<file path="src/rtl/regfile_wr_arbiter_pkg.sv">
// Shared widths, default sizing and grant-source encoding for the regfile write-port arbiter.
package regfile_wr_arbiter_pkg;

  localparam int REG_ADDR_W        = 5;
  localparam int REG_DATA_W        = 32;
  localparam int WR_ARB_DEPTH_DEF  = 2;
  localparam int WR_ARB_STARVE_DEF = 4;

  typedef enum logic [1:0] {
    WR_SRC_NONE = 2'd0,
    WR_SRC_WB   = 2'd1,
    WR_SRC_AUX  = 2'd2
  } wr_src_e;

  typedef struct packed {
    logic [REG_ADDR_W-1:0] addr;
    logic [REG_DATA_W-1:0] data;
  } aux_entry_t;

endpackage

</file>
<file path="src/rtl/regfile_wr_arbiter_fifo.sv">
// Synchronous FIFO buffering aux results ahead of the regfile write port.
// Build option WR_ARB_BYPASS_EN also exposes every entry, oldest first, for operand bypass.
module regfile_wr_arbiter_fifo
  import regfile_wr_arbiter_pkg::*;
#(
  parameter int DEPTH = WR_ARB_DEPTH_DEF
) (
  input  logic                  clk,
  input  logic                  reset,
  input  logic                  i_push,
  input  logic [REG_ADDR_W-1:0] i_push_addr,
  input  logic [REG_DATA_W-1:0] i_push_data,
  input  logic                  i_pop,
  output logic [REG_ADDR_W-1:0] o_head_addr,
  output logic [REG_DATA_W-1:0] o_head_data,
  output logic                  o_empty,
  output logic                  o_ready
`ifdef WR_ARB_BYPASS_EN
  ,
  output logic [DEPTH-1:0]            o_ent_valid,
  output logic [DEPTH*REG_ADDR_W-1:0] o_ent_addr,
  output logic [DEPTH*REG_DATA_W-1:0] o_ent_data
`endif
);

  localparam int PTR_W = $clog2(DEPTH);
  localparam int CNT_W = PTR_W + 1;

  aux_entry_t       r_mem [DEPTH];
  logic [PTR_W-1:0] r_rd_ptr;
  logic [PTR_W-1:0] r_wr_ptr;
  logic [CNT_W-1:0] r_count;
  logic             r_ready;
  logic [CNT_W-1:0] w_count_next;

  assign w_count_next = r_count + CNT_W'(i_push) - CNT_W'(i_pop);
  assign o_empty      = (r_count == '0);
  assign o_ready      = r_ready;
  assign o_head_addr  = r_mem[r_rd_ptr].addr;
  assign o_head_data  = r_mem[r_rd_ptr].data;

  // NOTE: sequential state uses non-blocking assignments so every flop samples pre-edge values.
  always_ff @(posedge clk) begin
    if (reset) begin
      r_rd_ptr <= '0;
      r_wr_ptr <= '0;
      r_count  <= '0;
      r_ready  <= 1'b0;
    end else begin
      if (i_push) r_wr_ptr <= r_wr_ptr + PTR_W'(1);
      if (i_pop)  r_rd_ptr <= r_rd_ptr + PTR_W'(1);
      r_count <= w_count_next;
      // Ready is a flop of the next-cycle occupancy: no combinational path from pop to ready.
      r_ready <= (w_count_next != CNT_W'(DEPTH));
    end
  end

  // NOTE: entry storage is not reset; validity lives entirely in the pointers and count.
  always_ff @(posedge clk) begin
    if (i_push) r_mem[r_wr_ptr] <= '{addr: i_push_addr, data: i_push_data};
  end

`ifdef WR_ARB_BYPASS_EN
  always_comb begin
    o_ent_valid = '0;
    o_ent_addr  = '0;
    o_ent_data  = '0;
    for (int i = 0; i < DEPTH; i++) begin
      o_ent_valid[i]                         = (i < int'(r_count));
      o_ent_addr[i*REG_ADDR_W +: REG_ADDR_W] = r_mem[r_rd_ptr + PTR_W'(i)].addr;
      o_ent_data[i*REG_DATA_W +: REG_DATA_W] = r_mem[r_rd_ptr + PTR_W'(i)].data;
    end
  end
`endif

endmodule

</file>
<file path="src/rtl/regfile_wr_arbiter.sv">
// Shares the single regfile write port between writeback (primary) and buffered aux results.
// Build option WR_ARB_BYPASS_EN adds a youngest-match search of the aux buffer for operand bypass.
module regfile_wr_arbiter
  import regfile_wr_arbiter_pkg::*;
#(
  parameter int FIFO_DEPTH   = WR_ARB_DEPTH_DEF,
  parameter int STARVE_LIMIT = WR_ARB_STARVE_DEF
) (
  input  logic                  clk,
  input  logic                  reset,
  input  logic                  wb_wr_enable,
  input  logic [REG_ADDR_W-1:0] wb_wr_addr,
  input  logic [REG_DATA_W-1:0] wb_wr_data,
  output logic                  wb_stall,
  input  logic                  aux_valid,
  output logic                  aux_ready,
  input  logic [REG_ADDR_W-1:0] aux_rd_addr,
  input  logic [REG_DATA_W-1:0] aux_result,
  output logic                  aux_pending,
  output logic [REG_ADDR_W-1:0] wr_addr,
  output logic [REG_DATA_W-1:0] wr_data,
  output logic                  wr_enable
`ifdef WR_ARB_BYPASS_EN
  ,
  input  logic [REG_ADDR_W-1:0] byp_rs_addr,
  output logic                  byp_hit,
  output logic [REG_DATA_W-1:0] byp_data
`endif
);

  localparam int STV_W = $clog2(STARVE_LIMIT) + 1;

  logic [STV_W-1:0]      r_starve;
  logic                  r_force;
  wr_src_e               w_src;
  logic                  w_discard;
  logic                  w_push;
  logic                  w_pop;
  logic                  w_denied;
  logic                  w_empty;
  logic [REG_ADDR_W-1:0] w_head_addr;
  logic [REG_DATA_W-1:0] w_head_data;
`ifdef WR_ARB_BYPASS_EN
  logic [FIFO_DEPTH-1:0]            w_ent_valid;
  logic [FIFO_DEPTH*REG_ADDR_W-1:0] w_ent_addr;
  logic [FIFO_DEPTH*REG_DATA_W-1:0] w_ent_data;
`endif

  // Results for x0 are acknowledged but never stored.
  assign w_push = aux_valid && aux_ready && (aux_rd_addr != '0);

  regfile_wr_arbiter_fifo #(.DEPTH(FIFO_DEPTH)) u_fifo (
    .clk         (clk),
    .reset       (reset),
    .i_push      (w_push),
    .i_push_addr (aux_rd_addr),
    .i_push_data (aux_result),
    .i_pop       (w_pop),
    .o_head_addr (w_head_addr),
    .o_head_data (w_head_data),
    .o_empty     (w_empty),
    .o_ready     (aux_ready)
`ifdef WR_ARB_BYPASS_EN
    ,
    .o_ent_valid (w_ent_valid),
    .o_ent_addr  (w_ent_addr),
    .o_ent_data  (w_ent_data)
`endif
  );

  always_comb begin
    // NOTE: every output of a combinational block gets a default first, so no latch is inferred.
    w_src     = WR_SRC_NONE;
    w_discard = 1'b0;
    wb_stall  = 1'b0;
    if (!reset) begin
      if (r_force && !w_empty) begin
        w_src    = WR_SRC_AUX;
        wb_stall = wb_wr_enable;
      end else if (wb_wr_enable) begin
        w_src     = WR_SRC_WB;
        // The writeback value is newer than a buffered head for the same register.
        w_discard = !w_empty && (w_head_addr == wb_wr_addr);
      end else if (!w_empty) begin
        w_src = WR_SRC_AUX;
      end
    end
  end

  assign w_pop       = (w_src == WR_SRC_AUX) || w_discard;
  assign w_denied    = !w_empty && !w_pop;
  assign wr_addr     = (w_src == WR_SRC_AUX) ? w_head_addr : wb_wr_addr;
  assign wr_data     = (w_src == WR_SRC_AUX) ? w_head_data : wb_wr_data;
  assign wr_enable   = (w_src != WR_SRC_NONE) && (wr_addr != '0);
  assign aux_pending = !w_empty;

  // Starvation: after STARVE_LIMIT-1 denied cycles the head takes the port for one cycle.
  always_ff @(posedge clk) begin
    if (reset) begin
      r_starve <= '0;
      r_force  <= 1'b0;
    end else if (w_denied) begin
      if (r_starve != STV_W'(STARVE_LIMIT - 1)) r_starve <= r_starve + STV_W'(1);
      r_force <= (r_starve >= STV_W'(STARVE_LIMIT - 2));
    end else begin
      r_starve <= '0;
      r_force  <= 1'b0;
    end
  end

`ifdef WR_ARB_BYPASS_EN
  always_comb begin
    byp_hit  = 1'b0;
    byp_data = '0;
    for (int i = 0; i < FIFO_DEPTH; i++) begin
      if (w_ent_valid[i] && (byp_rs_addr != '0) &&
          (w_ent_addr[i*REG_ADDR_W +: REG_ADDR_W] == byp_rs_addr)) begin
        byp_hit  = 1'b1;
        byp_data = w_ent_data[i*REG_DATA_W +: REG_DATA_W];
      end
    end
  end
`endif

endmodule

</file>
<file path="config.mk">
export PLATFORM = sky130hd
export DESIGN_NAME = regfile_wr_arbiter
export DESIGN_NICKNAME = d
export VERILOG_FILES = /design/src/rtl/regfile_wr_arbiter_pkg.sv /design/src/rtl/regfile_wr_arbiter_fifo.sv /design/src/rtl/regfile_wr_arbiter.sv
export SDC_FILE = /design/constraint.sdc
export NUM_CORES = 1
export LEC_CHECK = 0
export CAP_MARGIN = 20
export CORE_MARGIN = 4
export CORE_UTILIZATION = 30
export DETAILED_ROUTE_END_ITERATION = 10
export GPL_ROUTABILITY_DRIVEN = 0
export HOLD_SLACK_MARGIN = 0.12
export PLACE_DENSITY = 0.63
export SKIP_LAST_GASP = 1
export SYNTH_ARGS = -nofsm -noshare
export SYNTH_HDL_FRONTEND = slang
export SYNTH_SLANG_ARGS = --single-unit
</file>
<file path="constraint.sdc">
create_clock -name clk -period 2.6 [get_ports clk]
set_input_delay 0.52 -clock clk [delete_from_list [all_inputs] [get_ports clk]]
set_output_delay 0.52 -clock clk [all_outputs]
set_load 0.03 [all_outputs]
</file>
==> impl_metrics.json <==
{
  "outcome": "complete, no violations",
  "hold_start": "r_starve[1]",
  "synth_largest_area_cell": "edfxtp_1",
  "place_ws_ps": -679.5,
  "synth_cell_types": 34,
  "p_clk_frac": 0.295,
  "hold_end": "r_force",
  "hold_viol": 0,
  "r2r_cells": 13,
  "drt_iter0_drc": 70,
  "yosys.area.top_type_share": 0.6135,
  "dp.cells": 543,
  "grt_overflow": 0,
  "ys_async_sr_fraction": 0,
  "drv_cap": 0,
  "worst_pin_slew_ps": 320.3,
  "synth_common_cells": "edfxtp_1, nand2_1, mux2i_1",
  "track_usage": 0.1151,
  "drive_gt1_frac": 0.2326,
  "syn_nets": 350,
  "syn2layout_area_growth_pct": 50.19,
  "worstSkewPairLatency_ps": 330,
  "layout_setup_ws_ps": 84.76,
  "end_kind": "output pin",
  "grt_pass1_vias": 2675,
  "clock-sinks": 84,
  "die_w_um": 117.9,
  "period_minus_slack_ps": 2515,
  "clockBufferDepth": 2,
  "dieArea_mm2": 0.01390,
  "power.total_mw": 4.391,
  "rows": 39,
  "fin_skew_ps": 6.958,
  "p_sw_mw": 1.275,
  "start_util": 0.3119,
  "synth_most_common_cell": "edfxtp_1",
  "ios": 119,
  "n_antenna_cell": 0,
  "combPwrFrac": 0.323,
  "final_nets": 494,
  "rr_endpoint": "u_fifo.o_ready",
  "nFillCells": 1076,
  "synth_area_leaders": "edfxtp_1, mux2i_1, dfxtp_1",
  "crit_required_ps": 2080,
  "ant_nets": 0,
  "vias": 2495,
  "synth_seq_cells": 84,
  "vdd_drop_max_mv": 0.4298,
  "drv_slew": 0,
  "clk_pin_slew_ps": 60,
  "port-buffer-count": 118,
  "setup_viol": 0,
  "core_area_mm2": 0.01161,
  "antenna_found_initial": 0,
  "cts_tree": "done",
  "p_leak_nw": 2.073,
  "p_sw_frac": 0.2903,
  "crit_type": "in2out",
  "syn_area_mm2": 0.003622,
  "cts-root-buf": "clkbuf_16",
  "hp-class": "reg2reg",
  "crit_arrival_ps": 2000,
  "dr.pass1.iters": 4,
  "totalWireLength_um": 7796,
  "final_cells": 560,
  "ys.flop_type": "edfxtp_1",
  "pwr_density_cell_mw_per_mm2": 807.2,
  "fp.dieH_um": 117.9,
  "fmax_mhz": 397.6,
  "drc_errors": 0,
  "synth_edf_count": 74,
  "hold_ws_ps": 507.5,
  "synthCells": 268,
  "place_hpwl_um": 5695,
  "cts_buffers": 9,
  "internal_power_mw": 3.117,
  "whs_path_depth": 2,
  "p_seq_frac": 0.381,
  "period_share": 0.9674,
  "grt_pass1_wl_um": 12850,
  "routedWlPerCell_um": 13.92,
  "yosysWarnings": 0,
  "syn_area_per_cell_um2": 13.52,
  "maxSlewHeadroom": 0.7858,
  "vias_per_cell": 4.455,
  "start_kind": "input pin",
  "yosysSeqAreaShare": 0.6687,
  "grt_max_degree": 38,
  "r2r_slack_ps": 180,
  "crit_fanout": 3,
  "post-route-util": 0.4684,
  "grt_setup_unrepaired": "false",
  "htree_num_levels": 3
}
placed cells by master (no fill, tap or decap), types with 2 or more instances in the layout:
cell	Yosys	layout
inv_1	3	3
nand3_1	3	3
mux2_4	2	4
clkdlybuf4s50_1	0	79
buf_4	1	60
nor2b_1	3	2
nand2_1	36	36
clkbuf_16	0	9
clkinv_2	0	3
nor2_4	0	3
nand2b_1	3	2
xor2_1	5	5
edfxtp_1	74	74
bufinv_16	0	2
a21o_1	2	2
mux2i_1	35	34
xnor2_1	4	4
a211o_1	3	3
ha_1	4	4
a21oi_1	2	2
buf_6	2	2
dfxtp_1	10	9
nor2_1	19	17
o21ai_0	32	32
buf_12	0	3
critical path, cell delays in order:
cell and delay (ps):
clkdlybuf4s15_1 190, nor2b_4 140, nor2_4 130, mux2_4 320, a211o_1 270, o31a_1 290, buf_6 140
stage by stage:
step / TNS, ps / area, µm²
detailed placement: -4372 / 5080
global placement: -3324 / 5080
finish: 0 / 5440
global route: 0 / 5440
floorplan: -11930 / 3622
CTS: 0 / 5419
repair_timing:
action,in CTS,in global routing
resized for setup,15,8
buffers inserted,1,0
setup endpoints to repair,36,3
pin swaps,3,4
hold buffers,0,0
logic make-up (layout without fill, tap and decap cells):
group	Yosys count	in the layout	share of synthesized area
flops	84	84	0.6687
simple gates	72	72	0.08498
buf+inv	16	165	0.02280
fa+ha+maj	4	4	0.01382
compound gates	43	43	0.07357
mux	40	40	0.1143
xor+xnor	9	9	0.02176
flip-flops by register name, indices dropped and copies added (netlist names), named ones only:
name and cells:
r_force 1, r_starve 3, u_fifo.o_ready 1, u_fifo.r_wr_ptr 1
u_fifo.r_count 2, u_fifo.r_mem 74, u_fifo.r_rd_ptr 1
power by group through the flow:
stage | clock [mW] | sequential (mW) | combinational [mW]
floorplan | 0 | 1.69 | 0.869
global placement | 0 | 1.69 | 1.39
detailed placement | 0 | 1.70 | 1.41
CTS | 1.34 | 1.67 | 1.42
global route | 1.39 | 1.69 | 1.55
finish | 1.30 | 1.67 | 1.42
layout make-up:
class	instances	area (µm²)	area share
well taps	143	178.9	0.03289
clock buffers	10	229.0	0.04209
inverters	3	11.26	0.002070
clock inverters	6	78.83	0.01449
flip-flops and latches	84	2426	0.4460
multi-input cells	168	1177	0.2164
repair buffers	146	1339	0.2461
metal layers:
metal  track usage  vias to the layer above  wire length [µm]
met4       0.04689                        0               101
li1              -                     1264                 -
met5             0                        -                 0
met3       0.03796                        8               457
met1        0.1320                     1143              3318
met2        0.1976                       80              3918
worst max-delay path by stage:
| stage | startpoint | to | cells past startpoint |
|---|---|---|---|
| finish | wb_wr_enable | wr_enable | 7 |
| global route | flip-flop | u_fifo.o_ready | 14 |
| CTS | reset | wr_enable | 7 |
| detailed placement | reset | wr_enable | 7 |
| global placement | reset | wr_enable | 7 |
| floorplan | aux_rd_addr[3] | u_fifo.r_mem[0][0] | 3 |
Power figures use the tool's default switching activity.
